==> config.mk <==
export PLATFORM = sky130hd
export DESIGN_NAME = seq_add_sub
export DESIGN_NICKNAME = d
export VERILOG_FILES = /design/src/rtl/seq_add_sub.sv
export SDC_FILE = /design/constraint.sdc
export NUM_CORES = 1
export LEC_CHECK = 0
export CAP_MARGIN = 25
export CORE_UTILIZATION = 25
export CTS_CLUSTER_SIZE = 16
export DETAILED_ROUTE_END_ITERATION = 10
export HOLD_SLACK_MARGIN = 0.15
export PLACE_DENSITY_LB_ADDON = 0.12
export SLEW_MARGIN = 20
export SYNTH_ARGS = -nofsm -noshare
export SYNTH_HDL_FRONTEND = slang
export SYNTH_SLANG_ARGS = --single-unit
==> constraint.sdc <==
create_clock -name CLK -period 5.03 [get_ports CLK]
set_input_delay 1.006 -clock CLK [delete_from_list [all_inputs] [get_ports CLK]]
set_output_delay 1.006 -clock CLK [all_outputs]
set_load 0.005 [all_outputs]
==> src/rtl/seq_add_sub.sv <==
// Multi-cycle adder/subtractor that processes CHUNK bits of A and B on each clock.
// Defining SEQ_ADD_SUB_OVF_EN adds the registered signed-overflow output OV.
module seq_add_sub #(
  parameter int WIDTH = 64,
  parameter int CHUNK = 8
) (
  input  logic             CLK,
  input  logic             RST,
  input  logic             START,
  input  logic             SnA,
  input  logic [WIDTH-1:0] A,
  input  logic [WIDTH-1:0] B,
  output logic [WIDTH-1:0] Y,
  output logic             CO,
`ifdef SEQ_ADD_SUB_OVF_EN
  output logic             OV,
`endif
  output logic             BUSY,
  output logic             DONE
);

  localparam int N  = WIDTH / CHUNK;
  localparam int CW = (N > 1) ? $clog2(N) : 1;
  localparam logic [CW-1:0] LAST = CW'(N - 1);

  localparam logic [1:0] S_IDLE = 2'd0;
  localparam logic [1:0] S_RUN  = 2'd1;
  localparam logic [1:0] S_DONE = 2'd2;

  logic [1:0]       r_state;
  logic [WIDTH-1:0] r_a;
  logic [WIDTH-1:0] r_b;
  logic             r_carry;
  logic [CW-1:0]    r_cnt;
  logic [WIDTH-1:0] r_y;
  logic             r_co;
  logic             r_busy;
  logic             r_done;
  logic [CHUNK:0]   w_sum;
  logic [WIDTH-1:0] w_shadowNext;
  logic             w_last;

  // Operands shift right each RUN cycle, so the active chunk is always the low CHUNK bits.
  assign w_sum  = {1'b0, r_a[CHUNK-1:0]} + {1'b0, r_b[CHUNK-1:0]} + {{CHUNK{1'b0}}, r_carry};
  assign w_last = (r_cnt == LAST);

  // Partial results enter the shadow from the top, so after N chunks it is in bit order.
  if (N > 1) begin : g_multi
    logic [WIDTH-CHUNK-1:0] r_shadow;

    assign w_shadowNext = {w_sum[CHUNK-1:0], r_shadow};

    always_ff @(posedge CLK) begin
      if (RST) begin
        r_shadow <= '0;
      end else if (r_state == S_RUN) begin
        r_shadow <= w_shadowNext[WIDTH-1:CHUNK];
      end
    end
  end else begin : g_single
    assign w_shadowNext = w_sum[CHUNK-1:0];
  end

`ifdef SEQ_ADD_SUB_OVF_EN
  logic r_ov;
  logic w_msbCarryIn;

  assign w_msbCarryIn = r_a[CHUNK-1] ^ r_b[CHUNK-1] ^ w_sum[CHUNK-1];
  assign OV = r_ov;

  always_ff @(posedge CLK) begin
    if (RST) begin
      r_ov <= 1'b0;
    end else if (r_state == S_RUN && w_last) begin
      r_ov <= w_msbCarryIn ^ w_sum[CHUNK];
    end
  end
`endif

  always_ff @(posedge CLK) begin
    if (RST) begin
      r_state <= S_IDLE;
      r_a     <= '0;
      r_b     <= '0;
      r_carry <= 1'b0;
      r_cnt   <= '0;
      r_y     <= '0;
      r_co    <= 1'b0;
      r_busy  <= 1'b0;
      r_done  <= 1'b0;
    end else begin
      case (r_state)
        S_IDLE, S_DONE: begin
          // Subtraction is A + ~B + 1, so the inversion and the +1 are folded in here.
          if (START) begin
            r_a     <= A;
            r_b     <= B ^ {WIDTH{SnA}};
            r_carry <= SnA;
            r_cnt   <= '0;
            r_state <= S_RUN;
            r_busy  <= 1'b1;
            r_done  <= 1'b0;
          end
        end
        S_RUN: begin
          r_a     <= r_a >> CHUNK;
          r_b     <= r_b >> CHUNK;
          r_carry <= w_sum[CHUNK];
          r_cnt   <= r_cnt + CW'(1);
          if (w_last) begin
            r_y     <= w_shadowNext;
            r_co    <= w_sum[CHUNK];
            r_state <= S_DONE;
            r_busy  <= 1'b0;
            r_done  <= 1'b1;
          end
        end
        default: r_state <= S_IDLE;
      endcase
    end
  end

  assign Y    = r_y;
  assign CO   = r_co;
  assign BUSY = r_busy;
  assign DONE = r_done;

endmodule

==> impl_metrics.json, run 1 <==
{
  "dp_hpwl_mm": 18.8,
  "worstSkewPairLatency_ns": 0.55,
  "std_cell_rows": 74,
  "min_to": "Y[34]",
  "cts_hold_buf": 0,
  "synth.avg_cell_area_um2": 8.41,
  "yosys.area.top_type_share_pct": 49.9,
  "arrival_ns": 3.04,
  "cellLeakagePower_nw": 4.67,
  "endpoint_kind": "flop",
  "ys_seq_area_share_pct": 49.9,
  "yosys_warnings": 0,
  "rr_endpoint": "r_b[56]",
  "hold_start": "Y[34]",
  "status": "finished, final reports clean",
  "path_clk_slew_ns": 0.06,
  "placed_area_mm2": 0.0126,
  "drv_slew": 0,
  "cts_tree": "yes",
  "grt_pass1_vias": 8515,
  "synth_nets": 1368,
  "start_util_pct": 25.3,
  "die_area_mm2": 0.0420,
  "io_pins": 199,
  "synthTopCellsByArea": "dfxtp_1, nand2_1, a21oi_1",
  "ff2ff_setup_slack_ns": 2.60,
  "finalHoldViolCount": 0,
  "clockBufferDepth": 3,
  "grt_usage_pct": 14.3,
  "slew_headroom_pct": 31.3,
  "setup_violations": 0,
  "p_comb_share_pct": 10.5,
  "whs_ns": 0.451,
  "dr_total_vias": 8875,
  "cts.htree.levels": 1,
  "clkPwrFrac_pct": 45.0,
  "p_switching_mw": 1.22,
  "synth_area_mm2": 0.0103,
  "final_cell_area_mm2": 0.0136,
  "antenna_found_initial": 1,
  "synth_top_cell_by_area": "dfxtp_1",
  "cts_buffers": 31,
  "min_path_cells": 2,
  "drc": 0,
  "ant_nets": 0,
  "die_h_um": 205,
  "cp_data_required_time_ns": 5.50,
  "nFillCells": 4369,
  "synth.distinct_cells": 37,
  "die_w_um": 205,
  "cap_violations": 0,
  "p_sw_share_pct": 24.9,
  "p_seq_share_pct": 44.5,
  "cts_resized": 0,
  "drt_iter0_drc": 488,
  "rsz0062_at_grt": "no",
  "worst_slack_ns": 2.46,
  "clock_sink_count": 257,
  "area_growth_pct": 31.6,
  "pre_cts_slack_ns": 1.87,
  "critical_path_class": "input port to flop",
  "finalCriticalPeriod_ns": 2.57,
  "ff_latch_area_mm2": 0.00514,
  "max_freq_mhz": 389,
  "power.density_mw_per_mm2": 361,
  "grt_start_max_net_pins": 173,
  "rr_startpoint": "r_state[0]",
  "fin_skew_ns": 0.00542,
  "peakVddDrop_uv": 208,
  "synth_flop_cell": "dfxtp_1",
  "total_power_mw": 4.89,
  "port_buffers": 198,
  "cp-start-kind": "input port",
  "wl_per_cell_um": 16.0,
  "root_buffer": "clkbuf_16",
  "gr-total-overflow": 0,
  "hp-class": "flop to flop",
  "core-area_mm2": 0.0407,
  "via_per_inst": 4.64,
  "synth_edf_count": 0,
  "syn_inst": 1225,
  "globalplace.congestion": 0.725,
  "firstDrtPassIters": 4,
  "synthArstFlopShare_pct": 0,
  "crit_fanout": 99,
  "period_share_pct": 51.1,
  "grt_pass1_wl_mm": 48.0,
  "finalSetupTns_ns": 0,
  "ys_ff_latch": 257,
  "power.internal_mw": 3.67,
  "r2r_cells": 6,
  "multi_input_area_mm2": 0.00466,
  "post_cts_buffers": 0,
  "tightest_slew_ns": 1.03,
  "wl_mm": 30.7,
  "fin_nets": 1501,
  "drive_gt1_share_pct": 4.71
}
cell type report:
cell class | count | share of cell area, %
repair buffers | 205 | 15.4
well taps | 532 | 4.91
clock inverters | 8 | 0.683
flip-flops and latches | 257 | 37.9
multi-input cells | 863 | 34.4
diodes | 1 | 0.0185
clock buffers | 47 | 6.68
how the worst max path moves through the flow:
| stage | startpoint | depth (start not counted) | endpoint | slack, ns |
|---|---|---|---|---|
| 3_3_place_gp | START | 6 | r_a[6] | 1.92 |
| 3_5_place_dp | START | 6 | r_b[56] | 1.87 |
| 6_report | START | 6 | r_b[56] | 2.46 |
| 5_1_grt | START | 6 | r_a[25] | 2.30 |
| 4_1_cts | r_state[0] | 4 | CO | 2.42 |
| 2_1_floorplan | r_a[0] | 6 | Y[62] | 2.95 |
worst max-delay path, cell delays in order:
cell and delay, ns:
clkdlybuf4s50_1 0.43, nor2b_4 0.16, nor2_4 0.66, buf_12 0.47, a22oi_1 0.17, nor2_1 0.12
layout by cell type, fill, tap and decap left out, types with 2 or more instances in the layout:
cell,synthesis,final
nand2_1,334,334
dfxtp_1,257,257
a21oi_1,230,230
clkdlybuf4s50_1,0,196
a22oi_1,131,131
xor2_1,64,64
nor2_1,34,34
clkbuf_16,0,31
ha_1,9,9
clkbuf_1,44,9
clkbuf_8,0,8
nand3b_1,7,7
o21ai_0,6,6
nand3_1,6,6
clkinv_2,0,5
a211oi_1,4,4
nand4_1,4,4
a211o_1,4,4
buf_4,13,4
buf_12,0,4
or2_2,3,3
nand2b_1,4,3
nor2b_4,1,2
o21a_1,2,2
or3_1,2,2
o211ai_1,2,2
o31ai_1,2,2
a21o_1,2,2
fa_1,2,2
bufinv_16,0,2
cell families after synthesis:
| group | count (synthesis) | share of synthesized area [%] |
|---|---|---|
| simple gates | 400 | 15.5 |
| compound gates | 387 | 22.6 |
| flops | 257 | 49.9 |
| buf+inv | 105 | 4.93 |
| xor+xnor | 65 | 5.53 |
| fa+ha+maj | 11 | 1.48 |
per-stage QoR:
| stage | utilization, % | instances |
|---|---|---|
| 6_report | 33.3 | 1913 |
| 5_1_grt | 33.3 | 1912 |
| 4_1_cts | 33.3 | 1912 |
| 3_5_place_dp | 30.8 | 1857 |
| 3_3_place_gp | 30.8 | 1857 |
| 2_1_floorplan | - | 1225 |
power groups by stage:
| stage | registers (mW) | logic [mW] | clock network, mW |
|---|---|---|---|
| finish | 2.17 | 0.514 | 2.20 |
| detailed placement | 2.22 | 0.523 | 0 |
| floorplan | 2.20 | 0.328 | 0 |
| CTS | 2.18 | 0.524 | 2.29 |
| global route | 2.19 | 0.570 | 2.37 |
| global placement | 2.22 | 0.519 | 0 |
Yosys cell counts (2+ instances only):
cell type,instances
o211ai_1,2
nor2_1,34
a22oi_1,131
a211oi_1,4
o21a_1,2
nand2_1,334
buf_2,46
or3_1,2
or2_2,3
fa_1,2
ha_1,9
xor2_1,64
o21ai_0,6
a211o_1,4
nand4_1,4
nand2b_1,4
a21oi_1,230
o31ai_1,2
a21o_1,2
dfxtp_1,257
clkbuf_1,44
nand3b_1,7
nand3_1,6
buf_4,13
registers in the layout (all words and copies together), names as in the netlist:
register	count
DONE	1
r_state	2
BUSY	1
r_carry	1
CO	1
r_b	64
Y	64
g_multi.r_shadow	56
r_cnt	3
r_a	64
metal layers:
| metal | GRT usage [%] | part of all wire [%] |
|---|---|---|
| met1 | 20.2 | 48 |
| met5 | 0 | 0 |
| met2 | 22.6 | 46 |
| met4 | 3.04 | 1.3 |
| met3 | 2.40 | 5.1 |
Note: power is estimated with default switching activity, not from simulation.
==> inputs of run 2 (changes only) <==
- clock period: 5.03 -> 2.61 ns (I/O delays scaled with it)
==> run 2 against run 1 <==
Compared with the run above: global-route usage about the same; register-to-register slack worse by 2.4 ns; non-clock buffer count increased by 14; largest power group is now registers; setup slack got worse by 2.3 ns; design area increased by 0.72%; sequential share of layout area is 0.27 points lower; first-iteration DRC count is 3.1% higher.
==> impl_metrics.json, run 2 (synthesis results as in run 1) <==
{
  "cp-start-kind": "flop",
  "critical_path_class": "flop to flop",
  "critPathMaxStageDelay_ns": 0.48,
  "finalCriticalPeriod_ns": 2.42,
  "fin_nets": 1514,
  "crit_fanout": 3,
  "fin_skew_ns": 0.0183,
  "drc": 0,
  "placed_area_mm2": 0.0127,
  "die_h_um": 205,
  "cts_buffers": 30,
  "dr_total_vias": 8831,
  "whs_ns": 0.452,
  "status": "finished, final reports clean",
  "worst_slack_ns": 0.191,
  "power.density_mw_per_mm2": 675,
  "grt_start_max_net_pins": 114,
  "peakVddDrop_uv": 454,
  "final_common_cell": "nand2_1",
  "cts.htree.levels": 1,
  "std_cell_rows": 74,
  "pre_cts_slack_ns": 0.0358,
  "arrival_ns": 2.86,
  "ant_nets": 0,
  "die_area_mm2": 0.0420,
  "crit_top_cell": "fa_1",
  "crit_buf_inv": 0,
  "cts_hold_buf": 0,
  "cts_tree": "yes",
  "drive_gt1_share_pct": 5.62,
  "path_clk_slew_ns": 0.06,
  "wl_per_cell_um": 15.8,
  "final_cell_area_mm2": 0.0137,
  "most-common-layout-cells": "nand2_1, dfxtp_1, a21oi_1",
  "root_buffer": "clkbuf_16",
  "critPathTopFamily": "compound AO/OA/AOI/OAI gates",
  "port_buffers": 198,
  "cap_violations": 0,
  "rsz0062_at_grt": "no",
  "setup_violations": 0,
  "critical-path-slowest-cell": "fa_1",
  "max_freq_mhz": 413,
  "grt_usage_pct": 14.2,
  "drv_slew": 0,
  "gr-total-overflow": 0,
  "post_cts_buffers": 0,
  "cellLeakagePower_nw": 4.73,
  "endpoint_kind": "flop",
  "firstDrtPassIters": 5,
  "hp-class": "flop to flop",
  "dp_hpwl_mm": 19.9,
  "tightest_slew_ns": 0.846,
  "antenna_found_initial": 3,
  "grt_pass1_wl_mm": 47.8,
  "path_cells": "fa_1 -> fa_1 -> a211oi_1 -> o21a_1 -> o211ai_1 -> o31ai_1",
  "period_share_pct": 92.7,
  "start_util_pct": 25.3,
  "io_pins": 199,
  "finalHoldViolCount": 0,
  "worstSkewPairLatency_ns": 0.55,
  "clockBufferDepth": 3,
  "die_w_um": 205,
  "area_growth_pct": 32.5,
  "globalplace.congestion": 0.764,
  "via_per_inst": 4.59,
  "drt_iter0_drc": 503,
  "core-area_mm2": 0.0407,
  "nFillCells": 4321,
  "clock_sink_count": 257,
  "cp_data_required_time_ns": 3.05,
  "grt_pass1_vias": 8612,
  "wl_mm": 30.4,
  "cts_resized": 0,
  "slew_headroom_pct": 43.6
}
[run 2: worst register-to-register path: stages (launching register included)]
cell      delay, ns
dfxtp_1        0.34
fa_1           0.48
fa_1           0.45
a211oi_1       0.40
o21a_1         0.21
o211ai_1       0.18
o31ai_1        0.25
[run 2: cell type report]
cell class / instances / area [um2] / area share [%]
diodes: 1 / 2.50 / 0.0183
flip-flops and latches: 257 / 5140 / 37.7
clock inverters: 5 / 27.5 / 0.202
repair buffers: 219 / 2240 / 16.4
clock buffers: 45 / 918 / 6.72
well taps: 532 / 666 / 4.87
multi-input cells: 863 / 4660 / 34.1
[run 2: worst paths after layout]
| path | start | slack [ns] | end | cells after the start |
|---|---|---|---|---|
| setup / recovery | r_a[0] | 0.19 | Y[62] | 6 |
| hold / removal | Y[39] | 0.45 | Y[39] | 2 |
| setup reg to reg | r_a[0] | 0.19 | Y[62] | 6 |
| hold reg to reg | Y[39] | 0.45 | Y[39] | 2 |
[run 2: layer usage]
| metal | vias up | track usage, % | routed length, um |
|---|---|---|---|
| li1 | 4491 | - | - |
| met1 | 4109 | 19.1 | 14200 |
| met2 | 178 | 23.0 | 13900 |
| met3 | 49 | 2.96 | 1550 |
| met4 | 4 | 3.84 | 716 |
| met5 | - | 0 | 24 |
[run 2: where the power goes]
group          internal (mW)  total, mW  switching, mW
logic                  0.453       1.02          0.569
registers               4.09       4.19         0.0995
clock network           2.39       4.00           1.61
total                   6.93       9.21           2.28
[run 2: through the flow]
| stage | utilization, % | total power [mW] | TNS [ns] | instances |
|---|---|---|---|---|
| after global placement | 31.1 | 5.30 | -7.72 | 1870 |
| final | 33.5 | 9.21 | 0 | 1922 |
| after global routing | 33.5 | 9.66 | 0 | 1921 |
| after CTS | 33.5 | 9.41 | 0 | 1921 |
| after detailed placement | 31.2 | 5.32 | 0 | 1871 |
| after floorplan | - | 4.87 | 0 | 1225 |
